==> config.mk <==
export PLATFORM = sky130hd
export DESIGN_NAME = matrix_stream_reader
export DESIGN_NICKNAME = d
export VERILOG_FILES = /design/src/rtl/matrix_stream_reader.sv
export SDC_FILE = /design/constraint.sdc
export NUM_CORES = 1
export LEC_CHECK = 0
export BUFFER_PORTS_ARGS = -buffer_cell sky130_fd_sc_hd__buf_2
export CORE_MARGIN = 1.5
export CORE_UTILIZATION = 40
export CTS_BUF_LIST = sky130_fd_sc_hd__clkbuf_16
export DETAILED_ROUTE_END_ITERATION = 6
export GPL_TIMING_DRIVEN = 1
export PLACE_DENSITY = 0.59
export SYNTH_ARGS = -nofsm -noshare
export SYNTH_HDL_FRONTEND = slang
export SYNTH_SLANG_ARGS = --single-unit
==> constraint.sdc <==
create_clock -name clk -period 4.5 [get_ports clk]
set_input_delay 0.225 -clock clk [delete_from_list [all_inputs] [get_ports clk]]
set_output_delay 0.225 -clock clk [all_outputs]
set_load 0.1 [all_outputs]
==> src/rtl/matrix_stream_reader.sv <==
`default_nettype none
// matrix_stream_reader: snapshots a flat matrix on start and streams the valid
// elements row-major over a valid/ready handshake with row/col tags and end markers.
module matrix_stream_reader #(
  parameter int WIDTH   = 8,
  parameter int MAX_DIM = 5
) (
  input  logic                             clk,
  input  logic                             rst_n,
  input  logic                             start,
  input  logic [2:0]                       row,
  input  logic [2:0]                       col,
  input  logic [WIDTH*MAX_DIM*MAX_DIM-1:0] matrix_flat,
  input  logic                             elem_ready,
  output logic                             elem_valid,
  output logic [WIDTH-1:0]                 elem_data,
  output logic [2:0]                       elem_row,
  output logic [2:0]                       elem_col,
  output logic                             elem_eol,
  output logic                             elem_last,
  output logic                             busy,
  output logic                             done
);

  localparam int N  = MAX_DIM * MAX_DIM;
  localparam int IW = (N > 1) ? $clog2(N) : 1;

  localparam logic [2:0] DIM = 3'(MAX_DIM);

  localparam logic [1:0] S_IDLE = 2'd0;
  localparam logic [1:0] S_SEND = 2'd1;
  localparam logic [1:0] S_DONE = 2'd2;

  logic [1:0]       state;
  logic [WIDTH-1:0] snap [N];
  logic [2:0]       vr;
  logic [2:0]       vc;
  logic [2:0]       r;
  logic [2:0]       c;

  logic [2:0]    row_clamped;
  logic [2:0]    col_clamped;
  logic [IW-1:0] idx;
  logic          at_eol;
  logic          at_last;
  logic          sending;

  always_comb begin
    row_clamped = row;
    if (row == 3'd0)
      row_clamped = 3'd1;
    else if (row > DIM)
      row_clamped = DIM;
    col_clamped = col;
    if (col == 3'd0)
      col_clamped = 3'd1;
    else if (col > DIM)
      col_clamped = DIM;
  end

  assign idx     = IW'(32'(r) * MAX_DIM + 32'(c));
  assign at_eol  = (c == vc - 3'd1);
  assign at_last = at_eol && (r == vr - 3'd1);
  assign sending = (state == S_SEND);

  always_ff @(posedge clk or negedge rst_n) begin
    if (!rst_n) begin
      state <= S_IDLE;
      vr    <= 3'd0;
      vc    <= 3'd0;
      r     <= 3'd0;
      c     <= 3'd0;
      for (int k = 0; k < N; k++)
        snap[k] <= '0;
    end else begin
      case (state)
        S_IDLE: begin
          if (start) begin
            for (int k = 0; k < N; k++)
              snap[k] <= matrix_flat[k*WIDTH +: WIDTH];
            vr    <= row_clamped;
            vc    <= col_clamped;
            r     <= 3'd0;
            c     <= 3'd0;
            state <= S_SEND;
          end
        end
        S_SEND: begin
          if (elem_ready) begin
            // The final transfer leaves r/c parked on the last element.
            if (at_last) begin
              state <= S_DONE;
            end else if (at_eol) begin
              c <= 3'd0;
              r <= r + 3'd1;
            end else begin
              c <= c + 3'd1;
            end
          end
        end
        S_DONE:  state <= S_IDLE;
        default: state <= S_IDLE;
      endcase
    end
  end

  // Element fields are forced to zero whenever nothing is being presented.
  assign elem_valid = sending;
  assign elem_data  = sending ? snap[idx] : '0;
  assign elem_row   = sending ? r : 3'd0;
  assign elem_col   = sending ? c : 3'd0;
  assign elem_eol   = sending && at_eol;
  assign elem_last  = sending && at_last;
  assign busy       = sending;
  assign done       = (state == S_DONE);

endmodule
`default_nettype wire

==> results.md <==
* Core ar. at ~25000 um2
* # fillers at 2003
* First-pass GRT wire length at between 40000 and 50000 um
* Rel. slew slack at 0.383
* Core Rows at 58
* Die ar. at about 26000 um2
* Via density at between 4 and 5
* Max frequency at 238 MHz
* Worst-skew pair later-pin latency at approximately 0.54 ns
* Kind of critical path: register to primary output
* Post-CTS Setup Bufs at 0
* Utilization after layout at 0.584
* Detail Route Antenna Nets at 0
* Total GRT Usage at 0.212
* Worst Setup SP: r[0]
* Mux contribution to synthesized area at 0.337
* Buffers on Ports at ~230
* Crit. End Element: primary output
* I/O pin count at ~230
* Part of the cycle the worst path needs at 0.932
* Final Critical Period at about 4.2 ns
* Vias in the first global route at between 7000 and 8000
* Synth Area in Adders at 0.0167
* Clk_skew at just over 0.02 ns
* Setup TNS at 0 ns
* Yosys top cell by area: dfrtp_1
* Hold_buf cts at ~210
* DRT iter0 DRCs at about 440
* Reg-to-reg critical path endpoint: c[0]
* Root Buffer: clkbuf_16
* Nets@finish at approximately 1400
* Flops & latches, synth at ~210
* Hold WC Path Type: primary input to register
* Clk slew on worst S/H paths at approximately 0.060 ns
* Status: completed
* Post-Syn Area at 10200 um2
* Crit path required time at between 4 and 5 ns
* Simple-gate share of the synthesized area at 0.0471
* Largest net degree at the start of global routing at roughly 110
* Xor and xnor area share after synthesis at 0.0130
* Yosys cell types at 48
* Post-Route WL at ~28000 um
* CTS H-tree lvls at 1
* Share of post-route cells with drive strength above 1 at 0.447
* Seq/Total Area, Yosys at 0.525
* Post-CTS Resized at 0
* CTS tree: yes
* DR pass1 iterations at 4
* Drt drc at 0
* Syn Nets at between 900 and 1000
* Global route total overflow at 0
* CP endpoint: elem_data[1]
* CP Max Fanout at 10
* Die height at between 150 and 200 um
* Measured slew at the worst slew-check pin at a little over 0.9 ns
* Gpl congestion at approximately 0.81
* Antenna violations before repair at 0
* Share of the synthesized area in the top cell type at 0.525
* Synth top area cells: dfrtp_1 (52%), mux2_2 (23%), mux4_2 (5.5%)
* Worst Hold Slack at ~0.075 ns
* Setup-failing EPs final at 0
* Synth Area in Compound Gates at 0.0308
* Clk sink count at 214
* Crit path DAT at about 4.0 ns
* P&R area growth vs syn at 43.8%
* Worst r2r src: state[1]
* RSZ-0062 raised after global routing: false
* Total CTS buffers at 25
* Final WS setup at between 0.3 and 0.4 ns
* CTS Buffer Depth at 3
* CP Launch Type: register
* Final Hold Vio Count at 0
* Ant diodes at 0
* Die X at 163 um
* Warnings from Yosys at 0
* Slew Limit Fails at 0
* Reg2reg setup slack at 2.39 ns
* Synthesized area per cell at 14.5 um2
* FFs w/ async S/R, synth at 1.00
* Setup WS pre-CTS at around 0.9 ns
* Starting Density at 0.406
* Post-synth EDFFs at 0
* Main combinational cell family by area after synthesis: multiplexers
* Synth Flop Type: dfrtp_1
* Cells after Synth at around 710
* HPWL after DPL at between 15000 and 20000 um
* Vias at between 7000 and 8000
* Average wire per standard cell at around 19 um
* Register-to-Register Path Depth at 6
* Max_cap viols at 0
cells in the mapped netlist, types with 4 or more instances:
cell,number
a22oi_1,7
and2_1,7
and3_1,15
buf_2,27
buf_4,7
clkbuf_1,8
dfrtp_1,214
ha_1,12
inv_1,10
mux2_2,204
mux2i_1,45
mux4_1,5
mux4_2,25
nand2_1,25
nand3_1,4
nand4_1,7
nor2_1,7
nor2b_1,9
nor4_1,7
o21ai_0,8
xnor2_1,4
xor2_1,6
critical path: stages (launching register included):
cell and delay, ns:
dfrtp_1 0.46, ha_1 0.33, ha_1 0.29, inv_1 0.05, fa_1 0.64, nor2b_1 0.17, buf_4 0.19, nor3b_2 0.50
nand2_1 0.09, and3_1 0.20, nor4_2 0.27, buf_12 0.23
stage by stage:
| step | cells | area [um2] |
|---|---|---|
| after floorplan | 705 | 10300 |
| after global placement | 1228 | 11800 |
| after detailed placement | 1228 | 11800 |
| after CTS | 1481 | 14700 |
| after global routing | 1481 | 14700 |
| final | 1481 | 14700 |
sequential cells by signal, indices dropped and copies added (netlist names):
| name | count |
|---|---|
| vc | 3 |
| c | 3 |
| snap | 200 |
| vr | 3 |
| r | 3 |
| state | 2 |
cell usage in the layout (no fill, tap or decap), types with 2 or more instances in the layout:
cell and n:
buf_2 219, dfrtp_1 214, dlygate4sd3_1 208, mux2_2 204, mux2i_1 45, nand2_1 25
mux4_2 25, clkbuf_16 25, inv_1 18, and3_1 15, buf_12 12, ha_1 10
nor2b_1 9, o21ai_0 8, nor2_1 7, and2_1 7, a22oi_1 7, nand4_1 7
nor4_2 7, clkinv_1 7, buf_4 7, mux4_1 5, xor2_1 5, xnor2_1 4
nand3_1 4, a22o_1 3, a21oi_1 3, a2111oi_0 3, a2111oi_1 3, nand3b_1 3
a221oi_1 2, nor3b_2 2, xnor3_1 2, nor3_1 2, o21ai_1 2
routing by layer:
metal,track usage,vias to the layer above,wire [um]
met5,0,-,0
met4,0.0546,0,688
met3,0.0379,38,1150
met2,0.361,156,13800
met1,0.279,3707,12100
li1,-,3465,-
final cells by class:
cell class,instances,area (um2),area share
Timing Repair Buffer,447,3490,0.238
Clock inverter,20,128,0.00870
Multi-Input combinational cell,435,4630,0.315
Inverter,10,37.5,0.00256
Clock buffer,25,626,0.0426
Tap cell,330,413,0.0281
Sequential cell,214,5360,0.365
cells by family after synthesis:
| group | count (synthesis) |
|---|---|
| DFF | 214 |
| muxes | 279 |
| xor gates and xnor gates | 12 |
| buffers and inverters | 56 |
| AOI/OAI and AO/OA | 42 |
| adders and majority gates | 13 |
| and+or+nand+nor | 89 |
how the worst min path moves through the flow:
stage,startpoint,to,slack [ns],cells after the start
2_1_floorplan,rst_n,c[0],-0.07,0
3_3_place_gp,rst_n,snap[50],0.23,1
3_5_place_dp,rst_n,snap[50],0.23,1
4_1_cts,elem_ready,state[0],0.06,4
5_1_grt,elem_ready,state[1],0.1,3
6_report,elem_ready,state[0],0.08,4
Power is left out: the tool's default activity adds up to more than one toggle a clock period on the data nets, which glitch-free logic cannot reach.
